File: src/rtl/nibble_serial_adder_ctrl.sv
// nibble_serial_adder_ctrl: WIDTH-bit add over WIDTH/4 passes of one rca_4bit.
// Optional add/sub mode with signed overflow: NIBBLE_SERIAL_ADDER_ADDSUB_EN.

// Four full adders chained; the one slice the sequencer reuses every pass.
module rca_4bit (
  input  logic [3:0] a,
  input  logic [3:0] b,
  input  logic       cin,
  output logic [3:0] s,
  output logic       cout
);

  logic [4:0] c;

  assign c[0] = cin;

  for (genvar i = 0; i < 4; i++) begin : g_fa
    assign s[i]   = a[i] ^ b[i] ^ c[i];
    assign c[i+1] = (a[i] & b[i])
                  | (c[i] & (a[i] ^ b[i]));
  end

  assign cout = c[4];

endmodule

module nibble_serial_adder_ctrl #(
  parameter int WIDTH = 16
) (
  input  logic             clk,
  input  logic             rst_n,
  input  logic             in_valid,
  output logic             in_ready,
  input  logic [WIDTH-1:0] a,
  input  logic [WIDTH-1:0] b,
  input  logic             cin,
`ifdef NIBBLE_SERIAL_ADDER_ADDSUB_EN
  input  logic             sub,
  output logic             ovf,
`endif
  output logic             out_valid,
  input  logic             out_ready,
  output logic [WIDTH-1:0] sum,
  output logic             cout,
  output logic             busy
);

  localparam int N  = WIDTH / 4;
  localparam int IW = (N > 1) ? $clog2(N) : 1;

  localparam logic [1:0] IDLE = 2'd0;
  localparam logic [1:0] RUN  = 2'd1;
  localparam logic [1:0] DONE = 2'd2;

  logic [1:0]       state;
  logic [WIDTH-1:0] a_reg;
  logic [WIDTH-1:0] b_reg;
  logic [WIDTH-1:0] sum_reg;
  logic             carry_reg;
  logic             cout_reg;
  logic [IW-1:0]    idx;

  logic [IW+1:0]    base;
  logic [3:0]       sl_a;
  logic [3:0]       sl_b;
  logic [3:0]       sl_s;
  logic             sl_co;
  logic             last;
  logic             accept;

  logic [WIDTH-1:0] b_in;
  logic             c_in;

  // Status outputs decode straight from state so reset forces them at once.
  assign in_ready  = (state == IDLE);
  assign out_valid = (state == DONE);
  assign busy      = (state != IDLE);
  assign sum       = sum_reg;
  assign cout      = cout_reg;

  assign accept = in_valid & in_ready;

  // Subtraction is a + ~b + 1, so the operand is inverted once at capture.
`ifdef NIBBLE_SERIAL_ADDER_ADDSUB_EN
  assign b_in = sub ? ~b : b;
  assign c_in = sub ? 1'b1 : cin;
`else
  assign b_in = b;
  assign c_in = cin;
`endif

  // Nibble selected by the pass index feeds the shared slice.
  assign base = {idx, 2'b00};
  assign sl_a = a_reg[base +: 4];
  assign sl_b = b_reg[base +: 4];
  assign last = (idx == IW'(N - 1));

  rca_4bit u_slice (
    .a    (sl_a),
    .b    (sl_b),
    .cin  (carry_reg),
    .s    (sl_s),
    .cout (sl_co)
  );

  // Sequencer: capture, one nibble per cycle, hold result until taken.
  always_ff @(posedge clk or negedge rst_n) begin
    if (!rst_n) begin
      state     <= IDLE;
      a_reg     <= '0;
      b_reg     <= '0;
      sum_reg   <= '0;
      carry_reg <= 1'b0;
      cout_reg  <= 1'b0;
      idx       <= '0;
    end else begin
      unique case (state)
        IDLE: begin
          if (accept) begin
            a_reg     <= a;
            b_reg     <= b_in;
            carry_reg <= c_in;
            idx       <= '0;
            state     <= RUN;
          end
        end
        RUN: begin
          sum_reg[base +: 4] <= sl_s;
          carry_reg          <= sl_co;
          if (last) begin
            cout_reg <= sl_co;
            idx      <= '0;
            state    <= DONE;
          end else begin
            idx <= idx + IW'(1);
          end
        end
        DONE: begin
          if (out_ready) begin
            state <= IDLE;
          end
        end
        default: begin
          state <= IDLE;
        end
      endcase
    end
  end

`ifdef NIBBLE_SERIAL_ADDER_ADDSUB_EN
  logic ovf_reg;
  logic a_msb;
  logic b_msb;

  assign a_msb = a_reg[WIDTH-1];
  assign b_msb = b_reg[WIDTH-1];
  assign ovf   = ovf_reg;

  // Signed overflow taken from the MSB slice alongside the final carry.
  always_ff @(posedge clk or negedge rst_n) begin
    if (!rst_n) begin
      ovf_reg <= 1'b0;
    end else if (state == RUN && last) begin
      ovf_reg <= (a_msb == b_msb)
               & (sl_s[3] != a_msb);
    end
  end
`endif

endmodule

File: config.mk
export PLATFORM = sky130hd
export DESIGN_NAME = nibble_serial_adder_ctrl
export DESIGN_NICKNAME = d
export VERILOG_FILES = /design/src/rtl/nibble_serial_adder_ctrl.sv
export SDC_FILE = /design/constraint.sdc
export NUM_CORES = 1
export LEC_CHECK = 0
export ABC_AREA = 1
export CORE_ASPECT_RATIO = 1.25
export CORE_UTILIZATION = 39
export CTS_CLUSTER_DIAMETER = 40
export DETAILED_ROUTE_END_ITERATION = 6
export PLACE_DENSITY_LB_ADDON = 0.15
export SYNTH_ARGS = -nofsm -noshare
export SYNTH_HDL_FRONTEND = slang
export SYNTH_HIERARCHICAL = 1
export SYNTH_SLANG_ARGS = --single-unit
File: constraint.sdc
create_clock -name clk -period 2.7 [get_ports clk]
set_input_delay 0.27 -clock clk [delete_from_list [all_inputs] [get_ports clk]]
set_output_delay 0.27 -clock clk [all_outputs]
set_load 0.02 [all_outputs]
==> impl_metrics.toml <==
[synth]
synth_top_cell_by_area = "dfrtp_1"
yosysUniqueCellTypes = 22
synth.area.top_cells = "dfrtp_1 49%, nand2_1 21%, nand3_1 6.3%"
seq_area_frac_synth = 0.489
yosysTopAreaCellShare = 0.489
netlist_area_sq_um = 2770
synth-seq-cells = 54
synth.avg_cell_area_sq_um = 8.11
synth_cells = 341
synth_warnings = 6
synthesis.nets = 387

[timing]
fin_skew_ns = 0.00802
fmax_mhz = 377
finalHoldViolCount = 0
tightest_slew_ns = 0.585
setup_violations = 0
rsz0062_at_grt = "true"
slew_headroom = 0.609
finalCritPeriodShare = 0.982
layout_min_cycle_time_ns = 2.65
final_max_slew_viol_count = 0
hold_ws_ns = 0.478

[route]
drc = 0
dr.pass1.iters = 5
routed_wl_um = 5600
ant_nets = 0
drt_iter0_markers = 96
route.vias.total = 2278
avgViaCountPerCell = 4.70
wl_per_cell_um = 11.5

[grt]
grtUsageTotal = 0.166
grt_pass1_vias = 2194
grt_pass1_wl_um = 9760
grt_max_degree = 35
overflow = 0
grt_antenna_before_repair = 0

[clock_tree]
cts_buffer_depth = 2
numClockSinks = 54
cts_buffers = 5
ctsHtreeMaxLevel = 2
cts_tree = "yes"
postCtsSetupRepairBufs = 0
clock_latency_ns = 0.30
cts.clk_slew.worst_paths_ns = 0.09
cts_root_buffer = "clkbuf_8"

[worst_setup_path]
startpoint_type = "flip-flop"
cp_cell_sequence = "inv_4 > nand2_1 > o211ai_1 > nand2_1 > fa_2 > inv_2 > fa_2 > inv_2 > fa_2 > inv_2 > fa_1 > inv_2 > nand2_2 > nor2_2 > nand2_1 > nand2_1"
cp_slowest_cell = "dfrtp_1"
reg2reg_from = "idx[0]$_DFFE_PN0P_"
worst-path-max-fanout = 10
worst-endpoint-required_ns = 2.94
worst-setup-path-type = "flip-flop to flip-flop"
arrival_ns = 2.89
end_kind = "flip-flop"
path_delay_family = "adder cells"
slowest_delay_ns = 0.42
startpoint = "idx[0]$_DFFE_PN0P_"
worst-path-buf-inv = 5

[floorplan]
initial_utilization = 0.413
core_sq_um = 6690
io_pins = 57
dieArea_sq_um = 7430
chipWidth_um = 77.3
placementRows = 33
fp.dieH_um = 96.1

[place]
dp.final_hpwl_um = 4200
port_buffers = 56
place.gp.congestion = 0.829

[layout]
area_delta_synth_final_pct = 26.7
antenna_cells = 0
mostFrequentLayoutCells = "151 x nand2_1, 55 x clkdlybuf4s50_1, 53 x dfrtp_1, 35 x nand3_1, 28 x inv_1"
multi_input_area_sq_um = 1190
fillers = 657
final_common_cell = "nand2_1"
drive_gt1_frac = 0.0980
seq_area_sq_um = 1350
finish.utilization = 0.524
fin_nets = 445

[run_status]
outcome = "completed"

[power_and_ir_drop]
power.density_nw_per_um2 = 1180
vdd_drop_max_mv = 0.420
power.switching_uw = 1860
power.internal_uw = 2270
leakagePower_uw = 0.00181
p_clk_frac = 0.106
pwr-share-seq = 0.340
pwr-share-comb = 0.554
p_sw_frac = 0.450

[run]
maxCapViolations = 0

[min_path]
worstHoldPathType = "primary input to async pin"
## path summary, 6_finish.rpt
path / to / slack, ns / depth (start not counted)
max: sum[15]$_DFFE_PN0P_ / 0.05 / 16
min: sum[12]$_DFFE_PN0P_ / 0.48 / 2
max reg2reg: sum[15]$_DFFE_PN0P_ / 0.05 / 16
min reg2reg: a_reg[5]$_DFFE_PN0P_ / 0.48 / 2
max in group asynchronous: idx[1]$_DFFE_PN0P_ / 1.41 / 3
min in group clk: a_reg[5]$_DFFE_PN0P_ / 0.48 / 2
## kinds of logic (layout without fill, tap and decap cells)
logic type	count (synthesis)	count (layout)	share of synthesized area
fa+ha+maj	9	9	0.0516
simple gates	209	209	0.323
flops	54	54	0.489
buf+inv	50	107	0.0873
compound gates	19	19	0.0498
## per-stage QoR
stage               setup WS [ns]  cell area (sq um)  TNS (ns)  cells  total power, uW
finish                     0.0496               3500         0    485             4120
detailed placement         0.0320               3400         0    478             3660
floorplan                 -0.0393               2790   -0.0786    341             3020
global placement           0.0907               3400         0    478             3620
CTS                       0.00568               3490         0    485             4100
global route              -0.0873               3500    -0.252    485             4550
## per-layer routing
layer | track usage | share of wire
met1 | 0.203 | 0.46
met3 | 0.0313 | 0.028
met5 | 0 | 0
met4 | 0.0582 | 0.012
met2 | 0.295 | 0.50
## cells in the mapped netlist (all sizes together)
cell,instances
buf,13
clkbuf,2
clkinv,1
dfrtp,54
fa,4
ha,5
inv,34
nand2,154
nand3,39
nor2,16
o211ai,16
o21ai,2
o31ai,1
## final cells by class
| cell class | count | share of cell area |
|---|---|---|
| repair buffers | 66 | 0.181 |
| well taps | 87 | 0.0311 |
| inverters | 35 | 0.0393 |
| clock buffers | 6 | 0.0236 |
| flip-flops and latches | 54 | 0.386 |
| multi-input cells | 237 | 0.339 |
## repair_timing
item                       4_1_cts  5_1_grt
resized for setup                0        7
hold buffers                     1        0
hold endpoints to repair        24        0
setup endpoints to repair        0        3
## power groups by stage
stage	Sequential (uW)	Clock [uW]	Combinational, uW
floorplan	1450	0	1580
global route	1450	483	2610
finish	1400	436	2280
detailed placement	1420	0	2240
global placement	1410	0	2200
CTS	1400	450	2250
## worst register-to-register path: stages, from the launching register on
cell,delay [ns]
dfrtp_1,0.42
inv_4,0.11
nand2_1,0.06
o211ai_1,0.08
nand2_1,0.10
fa_2,0.36
inv_2,0.06
fa_2,0.18
inv_2,0.04
fa_2,0.32
inv_2,0.06
fa_1,0.42
inv_2,0.09
nand2_2,0.07
nor2_2,0.12
nand2_1,0.06
nand2_1,0.06
Power figures use the tool's default switching activity.
